===== config.mk =====
export PLATFORM = sky130hd
export DESIGN_NAME = rng_nd_flat
export DESIGN_NICKNAME = d
export VERILOG_FILES = /design/src/rtl/rng_nd_if.sv /design/src/rtl/rng_nd.sv /design/src/flat_wrapper.sv
export SDC_FILE = /design/constraint.sdc
export NUM_CORES = 1
export LEC_CHECK = 0
export BUFFER_PORTS_ARGS = -buffer_cell sky130_fd_sc_hd__buf_2
export CAP_MARGIN = 25
export CORE_AREA = 2 2 121 123
export DETAILED_ROUTE_END_ITERATION = 10
export DIE_AREA = 0 0 123 125
export GPL_TIMING_DRIVEN = 0
export PLACE_DENSITY = 0.79
export SYNTH_ARGS = -nofsm -noshare
export SYNTH_HDL_FRONTEND = slang
export SYNTH_SLANG_ARGS = --single-unit

===== constraint.sdc =====
create_clock -name clk -period 2.7 [get_ports clk]
set_clock_uncertainty 0.15 [all_clocks]
set_input_delay 0.27 -clock clk [delete_from_list [all_inputs] [get_ports clk]]
set_output_delay 0.27 -clock clk [all_outputs]
set_load 0.02 [all_outputs]

===== src/rtl/rng_nd_if.sv =====
`default_nettype none
// ============================================================================
// Module  : rng_nd_if
// Brief   : Valid/ready stream bundle used by the rng_nd config, skip and output ports.
// Rev     : 1.0  initial release
// ============================================================================
interface rng_nd_if #(
  parameter int W = 8
);
  logic [W-1:0] data;
  logic         valid;
  logic         ready;

  modport master (output data, output valid, input ready);
  modport slave  (input data, input valid, output ready);
endinterface
`default_nettype wire


===== src/rtl/rng_nd.sv =====
`default_nettype none
// ============================================================================
// Module  : rng_nd
// Brief   : N-dimensional nested range generator with per-dimension eot flags.
//           Optional loop-level skip port enabled by defining RNG_ND_SKIP_EN.
// Rev     : 1.0  initial release
// ============================================================================
module rng_nd #(
  parameter int NDIM         = 2,
  parameter int W_START      = 16,
  parameter int W_CNT        = 16,
  parameter int W_INCR       = 16,
  parameter int CNT_ONE_MORE = 0,
  parameter int SIGNED       = 0,
  localparam int W_VAL  = (W_START > W_INCR) ? W_START : W_INCR,
  localparam int W_CFG  = W_INCR + W_CNT + W_START,
  localparam int W_SKIP = (NDIM > 1) ? $clog2(NDIM) : 1,
  localparam int W_DOUT = NDIM + NDIM * W_VAL
) (
  input  wire logic clk,
  input  wire logic rst,
  rng_nd_if.slave   cfg,
  rng_nd_if.slave   skip,
  rng_nd_if.master  dout
);

  typedef enum logic [0:0] {
    S_IDLE = 1'b0,
    S_RUN  = 1'b1
  } state_t;

  state_t             r_state;
  state_t             w_state_next;

  logic [W_CNT-1:0]   r_idx      [NDIM];
  logic [W_VAL-1:0]   r_val      [NDIM];
  logic [W_CNT-1:0]   w_idx_next [NDIM];
  logic [W_VAL-1:0]   w_val_next [NDIM];
  logic [W_VAL-1:0]   w_base     [NDIM];
  logic [W_VAL-1:0]   w_incr     [NDIM];
  logic [NDIM-1:0]    w_last;
  logic [NDIM-1:0]    w_eot;

  logic               r_dout_valid;
  logic [W_DOUT-1:0]  r_dout_data;
  logic               w_dout_valid_next;
  logic [W_DOUT-1:0]  w_dout_data_next;

  logic               w_cfg_ready;
  logic               w_load;
  logic               w_skip_req;
  logic               w_skip_act;
  logic               w_carry;
  int                 w_skip_lvl;

  for (genvar i = 0; i < NDIM; i++) begin : g_dim
    logic [W_START-1:0] w_base_f;
    logic [W_CNT-1:0]   w_cnt_f;
    logic [W_INCR-1:0]  w_incr_f;

    assign w_base_f = cfg.data[i*W_CFG +: W_START];
    assign w_cnt_f  = cfg.data[i*W_CFG + W_START +: W_CNT];
    assign w_incr_f = cfg.data[i*W_CFG + W_START + W_CNT +: W_INCR];

    if (SIGNED != 0) begin : g_sext
      assign w_base[i] = W_VAL'($signed(w_base_f));
      assign w_incr[i] = W_VAL'($signed(w_incr_f));
    end else begin : g_zext
      assign w_base[i] = W_VAL'(w_base_f);
      assign w_incr[i] = W_VAL'(w_incr_f);
    end

    // A zero count still produces one element when counts are exclusive.
    if (CNT_ONE_MORE != 0) begin : g_last_inc
      assign w_last[i] = (r_idx[i] == w_cnt_f);
    end else begin : g_last_exc
      assign w_last[i] = (w_cnt_f == '0) ? (r_idx[i] == '0)
                                         : (r_idx[i] == w_cnt_f - W_CNT'(1));
    end
  end

`ifdef RNG_ND_SKIP_EN
  assign w_skip_req = skip.valid;
  assign w_skip_lvl = (int'(skip.data) >= NDIM) ? NDIM - 1 : int'(skip.data);
`else
  logic w_unused_skip;
  assign w_unused_skip = ^{skip.data, skip.valid};
  assign w_skip_req    = 1'b0;
  assign w_skip_lvl    = 0;
`endif
  assign skip.ready = 1'b1;

  always_comb begin
    w_state_next      = r_state;
    w_cfg_ready       = 1'b0;
    w_load            = 1'b0;
    w_skip_act        = 1'b0;
    w_carry           = 1'b0;
    w_eot             = '0;
    w_idx_next        = r_idx;
    w_val_next        = r_val;
    w_dout_valid_next = r_dout_valid & ~dout.ready;
    w_dout_data_next  = r_dout_data;
    case (r_state)
      S_IDLE: begin
        if (cfg.valid) begin
          for (int j = 0; j < NDIM; j++) begin
            w_idx_next[j] = '0;
            w_val_next[j] = w_base[j];
          end
          w_state_next = S_RUN;
        end
      end
      S_RUN: begin
        w_skip_act = w_skip_req;
        w_load     = (~r_dout_valid | dout.ready) & ~w_skip_req;
        // Odometer carry; a skip clears dims 0..k and injects the carry at k+1.
        w_carry    = ~w_skip_req;
        for (int j = 0; j < NDIM; j++) begin
          if (w_skip_act && (j <= w_skip_lvl)) begin
            w_idx_next[j] = '0;
            w_val_next[j] = w_base[j];
            w_carry       = (j == w_skip_lvl);
          end else if (w_carry) begin
            if (w_last[j]) begin
              w_idx_next[j] = '0;
              w_val_next[j] = w_base[j];
            end else begin
              w_idx_next[j] = r_idx[j] + W_CNT'(1);
              w_val_next[j] = r_val[j] + w_incr[j];
            end
            w_carry = w_last[j];
          end
          w_eot[j] = w_carry;
        end
        if (!(w_load || w_skip_act)) begin
          w_idx_next = r_idx;
          w_val_next = r_val;
        end
        if (w_load) begin
          for (int j = 0; j < NDIM; j++) begin
            w_dout_data_next[j*W_VAL +: W_VAL] = r_val[j];
          end
          w_dout_data_next[NDIM*W_VAL +: NDIM] = w_eot;
          w_dout_valid_next                    = 1'b1;
        end
        if (w_carry && (w_load || w_skip_act)) begin
          w_cfg_ready  = 1'b1;
          w_state_next = S_IDLE;
          // A tuple still waiting on the consumer becomes the closing one.
          if (w_skip_act && r_dout_valid && !dout.ready) begin
            w_dout_data_next[NDIM*W_VAL +: NDIM] = '1;
          end
        end
      end
      default: w_state_next = S_IDLE;
    endcase
  end

  always_ff @(posedge clk or negedge rst) begin
    if (!rst) begin
      r_state <= S_IDLE;
    end else begin
      r_state <= w_state_next;
    end
  end

  always_ff @(posedge clk or negedge rst) begin
    if (!rst) begin
      r_dout_valid <= 1'b0;
      r_dout_data  <= '0;
      for (int j = 0; j < NDIM; j++) begin
        r_idx[j] <= '0;
        r_val[j] <= '0;
      end
    end else begin
      r_dout_valid <= w_dout_valid_next;
      r_dout_data  <= w_dout_data_next;
      r_idx        <= w_idx_next;
      r_val        <= w_val_next;
    end
  end

  assign cfg.ready  = w_cfg_ready;
  assign dout.valid = r_dout_valid;
  assign dout.data  = r_dout_data;

endmodule
`default_nettype wire


===== src/flat_wrapper.sv =====
// flat-port wrapper written by rule: the top's interface ports become plain ports
module rng_nd_flat 
#(
  parameter int NDIM         = 2,
  parameter int W_START      = 16,
  parameter int W_CNT        = 16,
  parameter int W_INCR       = 16,
  parameter int CNT_ONE_MORE = 0,
  parameter int SIGNED       = 0,
  localparam int W_VAL  = (W_START > W_INCR) ? W_START : W_INCR,
  localparam int W_CFG  = W_INCR + W_CNT + W_START,
  localparam int W_SKIP = (NDIM > 1) ? $clog2(NDIM) : 1,
  localparam int W_DOUT = NDIM + NDIM * W_VAL
)
  (clk, rst, cfg_data, cfg_valid, cfg_ready, skip_data, skip_valid, skip_ready, dout_data, dout_valid, dout_ready);
  rng_nd_if #(.W(96)) cfg_i ();
  rng_nd_if #(.W(1)) skip_i ();
  rng_nd_if #(.W(34)) dout_i ();
  input  wire logic clk;
  input  wire logic rst;
  input wire logic [$bits(cfg_i.data)-1:0] cfg_data;
  input wire logic [$bits(cfg_i.valid)-1:0] cfg_valid;
  output wire logic [$bits(cfg_i.ready)-1:0] cfg_ready;
  input wire logic [$bits(skip_i.data)-1:0] skip_data;
  input wire logic [$bits(skip_i.valid)-1:0] skip_valid;
  output wire logic [$bits(skip_i.ready)-1:0] skip_ready;
  output wire logic [$bits(dout_i.data)-1:0] dout_data;
  output wire logic [$bits(dout_i.valid)-1:0] dout_valid;
  input wire logic [$bits(dout_i.ready)-1:0] dout_ready;
  assign cfg_i.data = cfg_data;
  assign cfg_i.valid = cfg_valid;
  assign cfg_ready = cfg_i.ready;
  assign skip_i.data = skip_data;
  assign skip_i.valid = skip_valid;
  assign skip_ready = skip_i.ready;
  assign dout_data = dout_i.data;
  assign dout_valid = dout_i.valid;
  assign dout_i.ready = dout_ready;
  rng_nd #(.NDIM(NDIM), .W_START(W_START), .W_CNT(W_CNT), .W_INCR(W_INCR), .CNT_ONE_MORE(CNT_ONE_MORE), .SIGNED(SIGNED)) u_core (.clk(clk), .rst(rst), .cfg(cfg_i), .skip(skip_i), .dout(dout_i));
endmodule

==> results.yml <==
timing:
  fin_crit_sh_pct: 114
  hold_viol_final: 0
  timing.fmax_ghz: 0.326
  whs_ns: 0.0268
  maxSlewHeadroom_pct: 49.5
  rsz0062_at_grt: "true"
  tightest_slew_ns: 0.757
  layout_setup_ws_ns: -0.367
  slew_viol_final: 0
  period_minus_slack_ns: 3.07
  setup_viol: 64
routing:
  viasPerCell: 5.88
  ant_nets: 0
  totalWireLength_um: 20900
  dr.first_iter.drc_count: 414
  drc: 1
  drt_pre_antenna_iters: 8
  dr_total_vias: 6911
  avgRoutedWirePerCell_um: 17.8
clock_network:
  root_buffer: "clkbuf_16"
  clk_pin_slew_ns: 0.07
  cts.sinks: 100
  clk_latency_ns: 0.36
  cts-htree-levels: 3
  clockBufferDepth: 2
  cts_tree: "built"
  cts_made_buffers: 9
power:
  power.density_nw_per_um2: 652
  power_leakage_nw: 4.44
  total_power_w: 0.00638
  ir_drop_mv: 0.447
synth:
  yosysWarnings: 0
  synth_cell_types: 70
  synth-edff-count: 0
  synthMuxAreaShare_pct: 7.91
  synth_top_area_cell: "dfrtp_1"
  synth_simple_gate_area_share_pct: 20.9
  syn-instance-count: 793
  synth_xor_xnor_area_share_pct: 8.28
  synth_compound_area_share_pct: 16.9
  synthArstFlopShare_pct: 100
  yosysSeqAreaShare_pct: 35.3
  synthAdderAreaFrac_pct: 7.06
  netlist.area_leader.share_pct: 35.3
  synthFlopType: "dfrtp_1"
  ys_ff_latch: 100
  synth_nets: 933
  avgSynthCellArea_um2: 8.94
  mappedNetlistArea_um2: 7090
  netlist_top_cells_area: "dfrtp_1 35%, ha_1 6.4%, o21ai_0 5.4%"
  synth_top_family_by_area: "simple AND/OR/NAND/NOR gates"
cells_and_area:
  stdcell_area_um2: 9780
  mostFrequentLayoutCells: "126 x buf_2, 95 x dfrtp_1, 54 x nor2_1"
  area_growth_pct: 38.1
  n_antenna_cell: 0
  utilization_pct: 68.9
  final_common_cell: "buf_2"
  final_cells: 1175
  final_nets: 1126
  drive_above_1_share_pct: 40.0
critical_path:
  critPathLaunchType: "flip-flop"
  crit_path_max_fanout: 2
  cp-end-kind: "output port"
  reg2reg_to: "u_core.r_idx[23]"
  cp_data_required_time_ns: 2.28
  regToRegSetupSlack_ns: -0.25
  arrival_ns: 2.65
  startpoint: "u_core.r_idx[1]"
  reg2regPathDepth: 10
  crit_end: "cfg_ready"
  crit_type: "reg -> out"
  worstReg2RegStart: "u_core.r_idx[23]"
placed_design:
  dp.cells: 1112
  placed_cell_area_um2: 8170
  io_buffers: 134
  routabilityCongestion: 0.892
  hpwl_um: 13500
flow_run:
  drv_cap: 0
run_status:
  outcome: "finished with violations"
  violations: "design-rule violations, negative setup slack"
worst_hold_path:
  hold_class: "in -> reg"
  holdCritStartpoint: "cfg_data[57]"
global_routing:
  grt_first_pass_wirelength_um: 31000
  grt_pass1_vias: 6358
  grt_start_max_net_pins: 58
  gr-total-overflow: 0
  grt_usage_pct: 25.4
  grt_antenna_before_repair: 0
floorplanning:
  start_util_pct: 49.9
  rows: 44
  ios: 139
  dieWidth_um: 123
  core_region_area_um2: 14200
  die_h_um: 125
  die_area_um2: 15400
## registers in the layout, indices dropped and copies added (netlist names)
| name | flops |
|---|---|
| u_core.r_state | 1 |
| u_core.r_val | 32 |
| u_core.r_idx | 32 |
| u_core.dout.data | 34 |
| u_core.dout.valid | 1 |
## cell usage after synthesis (all sizes together), types with 6 or more instances
| cell type | n |
|---|---|
| a211oi | 6 |
| a21oi | 33 |
| a31oi | 7 |
| and3 | 17 |
| buf | 10 |
| clkbuf | 21 |
| dfrtp | 100 |
| ha | 36 |
| inv | 29 |
| mux2 | 32 |
| mux2i | 20 |
| nand2 | 65 |
| nand2b | 18 |
| nand3 | 21 |
| nand4 | 9 |
| nor2 | 68 |
| nor2b | 9 |
| nor3 | 21 |
| nor4 | 19 |
| o211ai | 6 |
| o21ai | 77 |
| o22ai | 6 |
| o31ai | 8 |
| or3 | 11 |
| or4 | 8 |
| xnor2 | 33 |
| xor2 | 34 |
## worst max-delay path: stages, from the launching register on
cell and delay [ns]:
dfrtp_1 0.43, xor2_1 0.18, o211ai_1 0.11, a211oi_1 0.23, nand4_1 0.15, or4_4 0.58
o31a_1 0.30, nor3_4 0.17, buf_6 0.15
## cell type report
| type | count | area (µm²) |
|---|---|---|
| Multi-Input combinational cell | 634 | 5090 |
| Fill cell | 1069 | 4420 |
| Sequential cell | 100 | 2510 |
| Timing Repair Buffer | 184 | 1290 |
| Clock buffer | 13 | 270 |
| Buffer | 28 | 267 |
| Tap cell | 184 | 230 |
| Inverter | 29 | 109 |
| Clock inverter | 3 | 20.0 |
## per-layer routing
metal | share of wire, % | vias up | global-route usage (%)
met2 | 50 | 251 | 40.9
met1 | 41 | 3332 | 33.3
met5 | 0 | - | 0
met3 | 6.0 | 50 | 4.65
met4 | 3.3 | 0 | 11.1
li1 | - | 3278 | -
## how the worst min path moves through the flow
| stage | endpoint | slack, ns | cells past startpoint |
|---|---|---|---|
| 3_3_place_gp | u_core.dout.data[17] | 0.31 | 2 |
| 5_1_grt | u_core.r_val[6] | 0.04 | 3 |
| 4_1_cts | u_core.r_val[11] | 0.03 | 3 |
| 3_5_place_dp | u_core.dout.data[7] | 0.17 | 1 |
| 2_1_floorplan | u_core.dout.data[0] | -0.18 | 0 |
| 6_report | u_core.r_val[9] | 0.03 | 3 |
## where the power goes
part           internal [W]  switching [W]
Sequential          0.00188       0.000329
Combinational       0.00132        0.00158
Clock              0.000700       0.000575
Total               0.00390        0.00248
## logic make-up after synthesis
kind of cell | count (synthesis)
other | 1
flip-flops | 100
adder cells (fa/ha/maj) | 39
XOR/XNOR | 67
AND/OR/NAND/NOR | 286
multiplexers | 52
AO/OA/AOI/OAI | 188
buffers and inverters | 60
## timing repair
| item | 4_1_cts | 5_1_grt |
|---|---|---|
| hold endpoints to repair | 43 | 0 |
| endpoints found under the setup margin | 64 | 65 |
| setup buffers | 31 | 12 |
| gates cloned | 8 | 2 |
| pin swaps | 37 | 30 |
| hold buffers | 1 | 0 |
| gates resized for setup | 123 | 108 |
## per-stage QoR
stage	setup WS (ns)	setup TNS (ns)
final	-0.367	-9.66
after global routing	-0.430	-14.77
after CTS	-0.325	-7.79
after detailed placement	-0.747	-34.89
after global placement	-0.710	-33.64
after floorplan	-0.213	-7.00
(Power assumes the default switching activity.)
